### src/rtl/lfsr_prbs_generator_pkg.sv
// Shared types and constants for the parametrised LFSR/PRBS generator.
package lfsr_pkg;

  typedef enum logic {
    LFSR_FIBONACCI = 1'b0,
    LFSR_GALOIS    = 1'b1
  } lfsr_mode_e;

  // Maximal-length masks; bit WIDTH-1 set so they also suit the Galois form
  localparam logic [3:0]  TAPS_4  = 4'hC;
  localparam logic [7:0]  TAPS_8  = 8'hB8;
  localparam logic [15:0] TAPS_16 = 16'hB400;
  localparam logic [31:0] TAPS_32 = 32'h8020_0003;

  localparam int unsigned WIDTH_MIN    = 3;
  localparam int unsigned WIDTH_MAX    = 64;
  localparam int unsigned OUT_BITS_MIN = 1;
  localparam int unsigned OUT_BITS_MAX = 64;

endpackage

### src/rtl/lfsr_prbs_generator_if.sv
// Output word stream of the PRBS generator (valid/ready handshake).
interface lfsr_prbs_generator_if #(
  parameter int unsigned OUT_BITS = 8
);
  logic                out_valid;
  logic                out_ready;
  logic [OUT_BITS-1:0] out_data;

  modport master (output out_valid, output out_data, input  out_ready);
  modport slave  (input  out_valid, input  out_data, output out_ready);
endinterface

### src/rtl/lfsr_prbs_generator_multi_step.sv
// Combinational unrolling of OUT_BITS LFSR steps in either topology.
module lfsr_multi_step
  import lfsr_pkg::*;
#(
  parameter int unsigned       WIDTH    = 16,
  parameter logic [WIDTH-1:0]  TAPS     = TAPS_16,
  parameter int unsigned       OUT_BITS = 8
) (
  input  logic [WIDTH-1:0]    state,
  input  lfsr_mode_e          mode,
  input  logic [WIDTH-1:0]    seed_ref,
  output logic [OUT_BITS-1:0] bits,
  output logic [WIDTH-1:0]    next_state,
  output logic [OUT_BITS-1:0] match
);

  logic [WIDTH-1:0] s;

  always_comb begin
    s     = state;
    bits  = '0;
    match = '0;
    for (int unsigned i = 0; i < OUT_BITS; i++) begin
      bits[i] = s[0];
      if (mode == LFSR_GALOIS)
        s = (s >> 1) ^ (s[0] ? TAPS : '0);
      else
        s = {^(s & TAPS), s[WIDTH-1:1]};
      match[i] = (s == seed_ref);
    end
    next_state = s;
  end

endmodule

### src/rtl/lfsr_prbs_generator.sv
// Multi-bit PRBS generator: state/seed registers, stream handshake,
// all-zero lockup recovery and period-wrap detection.
module lfsr_prbs_generator
  import lfsr_pkg::*;
#(
  parameter int unsigned       WIDTH    = 16,
  parameter logic [WIDTH-1:0]  TAPS     = TAPS_16,
  parameter int unsigned       OUT_BITS = 8,
  parameter logic [WIDTH-1:0]  SEED     = WIDTH'(1)
) (
  input  logic                 clk,
  input  logic                 reset,
  input  logic                 enable,
  input  logic                 mode,
  input  logic                 seed_load,
  input  logic [WIDTH-1:0]     seed_in,
  lfsr_prbs_generator_if.master stream,
  output logic [WIDTH-1:0]     state_out,
  output logic                 lockup_event,
  output logic                 period_wrap
);

  logic [WIDTH-1:0]    state_q;
  logic [WIDTH-1:0]    seed_ref_q;
  logic                valid_q;
  logic [OUT_BITS-1:0] data_q;
  logic                lockup_q;
  logic                wrap_q;

  logic [OUT_BITS-1:0] step_bits;
  logic [WIDTH-1:0]    step_state;
  logic [OUT_BITS-1:0] step_match;
  logic                advance;

  lfsr_multi_step #(
    .WIDTH    (WIDTH),
    .TAPS     (TAPS),
    .OUT_BITS (OUT_BITS)
  ) u_multi_step (
    .state      (state_q),
    .mode       (lfsr_mode_e'(mode)),
    .seed_ref   (seed_ref_q),
    .bits       (step_bits),
    .next_state (step_state),
    .match      (step_match)
  );

  assign advance = enable && !seed_load && (!valid_q || stream.out_ready);

  always_ff @(posedge clk) begin
    if (!reset) begin
      state_q    <= SEED;
      seed_ref_q <= SEED;
      valid_q    <= 1'b0;
      data_q     <= '0;
      lockup_q   <= 1'b0;
      wrap_q     <= 1'b0;
    end else begin
      lockup_q <= 1'b0;
      wrap_q   <= 1'b0;
      if (seed_load) begin
        valid_q <= 1'b0;
        if (seed_in == '0) begin
          state_q    <= SEED;
          seed_ref_q <= SEED;
          lockup_q   <= 1'b1;
        end else begin
          state_q    <= seed_in;
          seed_ref_q <= seed_in;
        end
      end else if (advance) begin
        data_q  <= step_bits;
        valid_q <= 1'b1;
        wrap_q  <= |step_match;
        // The emitted bits stay as computed; only the stored state is recovered
        if (step_state == '0) begin
          state_q  <= SEED;
          lockup_q <= 1'b1;
        end else begin
          state_q <= step_state;
        end
      end else if (valid_q && stream.out_ready) begin
        valid_q <= 1'b0;
      end
    end
  end

  assign stream.out_valid = valid_q;
  assign stream.out_data  = data_q;
  assign state_out        = state_q;
  assign lockup_event     = lockup_q;
  assign period_wrap      = wrap_q;

endmodule

### src/flat_wrapper.sv
// flat-port wrapper written by rule: the top's interface ports become plain ports
module lfsr_prbs_generator_flat import lfsr_pkg::*;
#(
  parameter int unsigned       WIDTH    = 16,
  parameter logic [WIDTH-1:0]  TAPS     = TAPS_16,
  parameter int unsigned       OUT_BITS = 8,
  parameter logic [WIDTH-1:0]  SEED     = WIDTH'(1)
)
  (clk, reset, enable, mode, seed_load, seed_in, state_out, lockup_event, period_wrap, stream_out_valid, stream_out_data, stream_out_ready);
  lfsr_prbs_generator_if #(.OUT_BITS(OUT_BITS)) stream_i ();
  input  logic clk;
  input  logic reset;
  input  logic enable;
  input  logic mode;
  input  logic seed_load;
  input  logic [WIDTH-1:0] seed_in;
  output logic [WIDTH-1:0] state_out;
  output logic lockup_event;
  output logic period_wrap;
  output wire logic [$bits(stream_i.out_valid)-1:0] stream_out_valid;
  output wire logic [$bits(stream_i.out_data)-1:0] stream_out_data;
  input wire logic [$bits(stream_i.out_ready)-1:0] stream_out_ready;
  assign stream_out_valid = stream_i.out_valid;
  assign stream_out_data = stream_i.out_data;
  assign stream_i.out_ready = stream_out_ready;
  lfsr_prbs_generator #(.WIDTH(WIDTH), .TAPS(TAPS), .OUT_BITS(OUT_BITS), .SEED(SEED)) u_core (.clk(clk), .reset(reset), .enable(enable), .mode(mode), .seed_load(seed_load), .seed_in(seed_in), .stream(stream_i), .state_out(state_out), .lockup_event(lockup_event), .period_wrap(period_wrap));
endmodule
### config.mk
export PLATFORM = sky130hd
export DESIGN_NAME = lfsr_prbs_generator_flat
export DESIGN_NICKNAME = d
export VERILOG_FILES = /design/src/rtl/lfsr_prbs_generator_pkg.sv /design/src/rtl/lfsr_prbs_generator_if.sv /design/src/rtl/lfsr_prbs_generator_multi_step.sv /design/src/rtl/lfsr_prbs_generator.sv /design/src/flat_wrapper.sv
export SDC_FILE = /design/constraint.sdc
export NUM_CORES = 1
export LEC_CHECK = 0
export CAP_MARGIN = 20
export CORE_MARGIN = 5
export CORE_UTILIZATION = 59
export DETAILED_ROUTE_END_ITERATION = 10
export GPL_ROUTABILITY_DRIVEN = 0
export PLACE_DENSITY = 0.84
export REMOVE_ABC_BUFFERS = 1
export SYNTH_ARGS = -nofsm -noshare
export SYNTH_HDL_FRONTEND = slang
export SYNTH_SLANG_ARGS = --single-unit
export TNS_END_PERCENT = 1
### constraint.sdc
create_clock -name clk -period 2.95 [get_ports clk]
set_input_delay 0.59 -clock clk [delete_from_list [all_inputs] [get_ports clk]]
set_output_delay 0.59 -clock clk [all_outputs]
set_load 0.02 [all_outputs]
==> results by stage <==
CTS:
- The number of buffers inserted by hold repair at cts is 0.
- Post-CTS timing repair inserted 0 buffers for setup.
- The clock edge transition at the registers on the reported setup and hold paths is 0.09 ns.
- The TritonCTS clock tree is built.
- Counting the buffers created by CTS gives 5.
- The number of sinks handled by clock tree synthesis is 43.
- The total number of H-tree levels is 2.
- Clock tree synthesis selected as its root buffer the cell sky130_fd_sc_hd__clkbuf_8.
- The buffer levels on the longest clock path is 2.
- The clock reaches the later pin of the worst-skew pair after 0.30 ns.

Floorplan:
- The floorplan step set the die height to 100.6 um.
- The number of rows created at floorplan is 33.
- The die covers ~10000 sq um.
- The total area inside the core boundary comes to 8093 sq um.
- The floorplan die width is 100.6 um.
- The number of top-level design ports is 49.
- The initial utilization of the core area, before any placement, comes to 0.5980.

Synth:
- The total of warnings raised by yosys is 0.
- The share of the Yosys chip area taken by registers is 0.1779.
- The average instance in the mapped netlist occupies 8.093 sq um.
- The share of the synthesized area in the top cell type is 0.1846.
- The synthesized design contains 0 enable-type register cells.
- In this run, synthesis produced a sequential element count of 43.
- The mapped netlist covers 4840 sq um.
- The most instantiated flip-flop cell in the synthesis netlist is sky130_fd_sc_hd__dfxtp_1.
- Ranked by total cell area, the synthesized netlist is headed by sky130_fd_sc_hd__xnor2_1 18%, sky130_fd_sc_hd__dfxtp_1 18%, sky130_fd_sc_hd__xor2_1 8.1%.
- Synthesis handed over a netlist of 598 instances.
- Counting distinct cell types in the post-synthesis netlist gives 70.
- The proportion of synthesized flip-flops having asynchronous set or reset is 0.
- sky130_fd_sc_hd__xnor2_1 takes more of the synthesized area than any other cell.

Route:
- The first detailed-routing pass ran for 6 iterations.
- Using the TritonRoute via totals, the vias-per-cell ratio works out to 6.377.
- After detailed routing, the average wire length per cell comes to 20.66 um.
- The post-route antenna net violation count is 0.
- The detailed router placed ~4800 vias in this run.
- The iteration-0 DRC count of the detailed router is about 580.
- The routed design has ~16 mm of wire.
- After detailed routing, the number of remaining DRC violations is 0.

Global routing:
- The first global-routing pass estimated 24.52 mm of wire.
- The total congestion overflow is 0.
- The initial antenna violation count was 0.
- Across every metal layer, demand over resource in global routing totals 0.3070.
- The via count of the first global-routing pass is 4727.
- The largest net degree at the start of global routing is 56.

Timing:
- The count of pins over their slew limit is 0.
- The final count of hold timing violations came to 0.
- Dividing the final minimum period by the clock period gives 0.9662.
- In this run the tightest slew margin relative to its limit is 0.5074.
- The highest attainable clock frequency is 0.3508 GHz.
- Clock skew on the completed layout was measured at about 0.009 ns.
- Setup repair after global routing left no endpoint under its margin.
- The final critical-path setup slack is approximately 0.10 ns.
- Setup violations remaining at the end of the flow were counted as 0.
- Counting I/O delays and the setup requirement, the final critical path takes around 2.9 ns.
- The actual slew at the worst max-slew pin is around 0.74 ns.

Setup path:
- The endpoint class of the critical path is a register.
- For this design, the slowest cell found on the critical path is sky130_fd_sc_hd__dfxtp_1.
- In this design, the stage delay of the slowest critical-path cell is 0.57 ns.
- In this run the worst path has a maximum fanout of 6.
- The worst register-to-register path ends at u_core.period_wrap$_SDFF_PP0_.
- STA puts the critical path data required time at 3.16 ns.
- The start point of the critical path is u_core.state_out[10]$_SDFFE_PN0P_.
- The launch point of the worst reg-to-reg path is u_core.state_out[10]$_SDFFE_PN0P_.
- The worst reg-to-reg setup slack is 0.1 ns.
- The critical path class is register to register.
- The logic depth of the worst setup path including buffers is 9.
- The endpoint of the most critical setup path is u_core.period_wrap$_SDFF_PP0_.
- The data arrival time at the worst-slack endpoint is 3.06 ns.
- Together, buffers and inverters on the worst path number 0.
- The length in cells of the worst reg-to-reg path is 9.
- The signal on the critical path passes through xor2_4 > xnor2_2 > xor2_2 > nor2_2 > a211oi_1 > a2111oi_1 > a22oi_1 > o2111a_1 > o221ai_2.
- The kind of launch point of the worst setup path is a register.
- The kind of cell with the highest combined delay on the critical path is compound AO/OA/AOI/OAI gates.

Pwr:
- The worst-case IR drop observed on VDD is 0.3976 mV.
- The analysis attributes to cell leakage a power of roughly 2.1 nW.
- The power per cell area is 428.4 nW/um^2.
- The post-layout total power is 2.441 mW.

Placement:
- Before CTS, the worst setup slack after placement is -0.09621 ns.
- The number of buffers inserted by port buffering is 48.
- Detailed placement ended at an HPWL of 11.79 mm.

Layout:
- The count of inserted antenna diode cells is 0.
- The area added between synthesis and finish is 17.76%.
- The most frequent standard cell in the layout excluding fill and tap cells is sky130_fd_sc_hd__xnor2_1.
- In the final design database the tool counted ~670 nets.
- The core utilization of the finished layout is 0.7042.
- The top cell types in the final layout, fill and taps aside, are 102 x sky130_fd_sc_hd__xnor2_1, 56 x sky130_fd_sc_hd__buf_4, 47 x sky130_fd_sc_hd__clkdlybuf4s50_1.
- The share of final-layout standard cells stronger than drive strength 1 is 0.1462.

Hold path:
- The classification of the worst-slack hold path is register to register.

Flow run:
- The max-cap check violation count is 0.

Status:
- The run finished with clean final reports.
## report_power, final
| group | leakage, nW | internal, mW | switching, mW | total, mW |
|---|---|---|---|---|
| clock | 0.0516 | 0.191 | 0.208 | 0.399 |
| sequential | 0.354 | 0.614 | 0.0806 | 0.694 |
| combinational | 1.71 | 0.626 | 0.722 | 1.35 |
## flip-flops by register name (all words and copies together) (netlist names)
| register | flops |
|---|---|
| u_core.lockup_event | 1 |
| u_core.seed_ref_q | 16 |
| u_core.state_out | 16 |
| u_core.stream.out_valid | 1 |
| u_core.period_wrap | 1 |
| u_core.stream.out_data | 8 |
## cells by family after synthesis
kind of cell	Yosys count	synth area share
buf+inv	71	0.06773
simple gates	175	0.1942
flops	43	0.1779
compound gates	132	0.1867
mux	13	0.03206
xor+xnor	164	0.3415
## per-stage QoR
| step | hold slack (ns) | area (sq um) | instances | setup TNS (ns) |
|---|---|---|---|---|
| 6_report | 0.4882 | 5699 | 755 | 0 |
| 5_1_grt | 0.5318 | 5699 | 755 | 0 |
| 2_1_floorplan | 0.5569 | 4549 | 537 | -0.1478 |
| 4_1_cts | 0.4908 | 5695 | 755 | 0 |
| 3_3_place_gp | 0.4685 | 5597 | 747 | 0 |
| 3_5_place_dp | 0.4784 | 5597 | 747 | -0.09621 |
## how the worst min path moves through the flow
stage                                           start                                endpoint  cells past startpoint
2_1_floorplan  u_core.stream.out_data[0]$_SDFFE_PN0P_  u_core.stream.out_data[0]$_SDFFE_PN0P_                      2
3_3_place_gp   u_core.stream.out_data[6]$_SDFFE_PN0P_  u_core.stream.out_data[6]$_SDFFE_PN0P_                      2
3_5_place_dp   u_core.stream.out_data[7]$_SDFFE_PN0P_  u_core.stream.out_data[7]$_SDFFE_PN0P_                      2
4_1_cts        u_core.stream.out_data[7]$_SDFFE_PN0P_  u_core.stream.out_data[7]$_SDFFE_PN0P_                      2
5_1_grt        u_core.stream.out_data[7]$_SDFFE_PN0P_  u_core.stream.out_data[7]$_SDFFE_PN0P_                      2
6_report       u_core.stream.out_data[7]$_SDFFE_PN0P_  u_core.stream.out_data[7]$_SDFFE_PN0P_                      2
## synthesized netlist by cell type, types with 3 or more instances
| cell type | number |
|---|---|
| sky130_fd_sc_hd__buf_6 | 4 |
| sky130_fd_sc_hd__buf_4 | 6 |
| sky130_fd_sc_hd__xor2_2 | 3 |
| sky130_fd_sc_hd__xor2_1 | 45 |
| sky130_fd_sc_hd__o2111ai_1 | 6 |
| sky130_fd_sc_hd__clkbuf_1 | 40 |
| sky130_fd_sc_hd__a22oi_1 | 3 |
| sky130_fd_sc_hd__nor2b_1 | 11 |
| sky130_fd_sc_hd__nand3_1 | 10 |
| sky130_fd_sc_hd__nand4_1 | 14 |
| sky130_fd_sc_hd__xnor2_2 | 4 |
| sky130_fd_sc_hd__o311a_1 | 3 |
| sky130_fd_sc_hd__nor4_1 | 15 |
| sky130_fd_sc_hd__a211oi_1 | 4 |
| sky130_fd_sc_hd__nor2_1 | 30 |
| sky130_fd_sc_hd__xnor3_1 | 4 |
| sky130_fd_sc_hd__a31oi_1 | 4 |
| sky130_fd_sc_hd__o21ai_0 | 39 |
| sky130_fd_sc_hd__and2_1 | 20 |
| sky130_fd_sc_hd__xnor2_1 | 102 |
| sky130_fd_sc_hd__xor2_4 | 4 |
| sky130_fd_sc_hd__a2111oi_0 | 6 |
| sky130_fd_sc_hd__nand2b_1 | 19 |
| sky130_fd_sc_hd__nor3_1 | 4 |
| sky130_fd_sc_hd__mux2i_1 | 11 |
| sky130_fd_sc_hd__inv_1 | 8 |
| sky130_fd_sc_hd__a21oi_1 | 17 |
| sky130_fd_sc_hd__a21boi_0 | 21 |
| sky130_fd_sc_hd__buf_2 | 6 |
| sky130_fd_sc_hd__buf_1 | 4 |
| sky130_fd_sc_hd__nand2_1 | 39 |
| sky130_fd_sc_hd__o211ai_1 | 3 |
| sky130_fd_sc_hd__dfxtp_1 | 43 |
## final cells by class
class	instances	area, sq um
well taps	105	131.4
repair buffers	105	915.9
clock inverters	2	13.76
fillers	635	2394
flip-flops and latches	43	863.3
inverters	10	37.54
multi-input cells	484	3655
clock buffers	6	82.58
## layer usage
metal | wire, um | track usage | up-vias
met4 | 995 | 0.1679 | 0
li1 | - | - | 2155
met2 | 7082 | 0.4944 | 329
met1 | 5876 | 0.3883 | 2235
met3 | 1641 | 0.05467 | 96
met5 | 0 | 0 | -
## worst register-to-register path: stages, from the launching register on
cell and delay [ns]:
sky130_fd_sc_hd__dfxtp_1 0.57, sky130_fd_sc_hd__xor2_4 0.22, sky130_fd_sc_hd__xnor2_2 0.45, sky130_fd_sc_hd__xor2_2 0.21, sky130_fd_sc_hd__nor2_2 0.19, sky130_fd_sc_hd__a211oi_1 0.07
sky130_fd_sc_hd__a2111oi_1 0.50, sky130_fd_sc_hd__a22oi_1 0.20, sky130_fd_sc_hd__o2111a_1 0.20, sky130_fd_sc_hd__o221ai_2 0.16
## repair_timing
action                                  4_1_cts  5_1_grt
pin swaps                                     1        0
gates resized for setup                       1        3
endpoints found under the setup margin        1        2
gates cloned                                  0        0
Power figures use the tool's default switching activity.
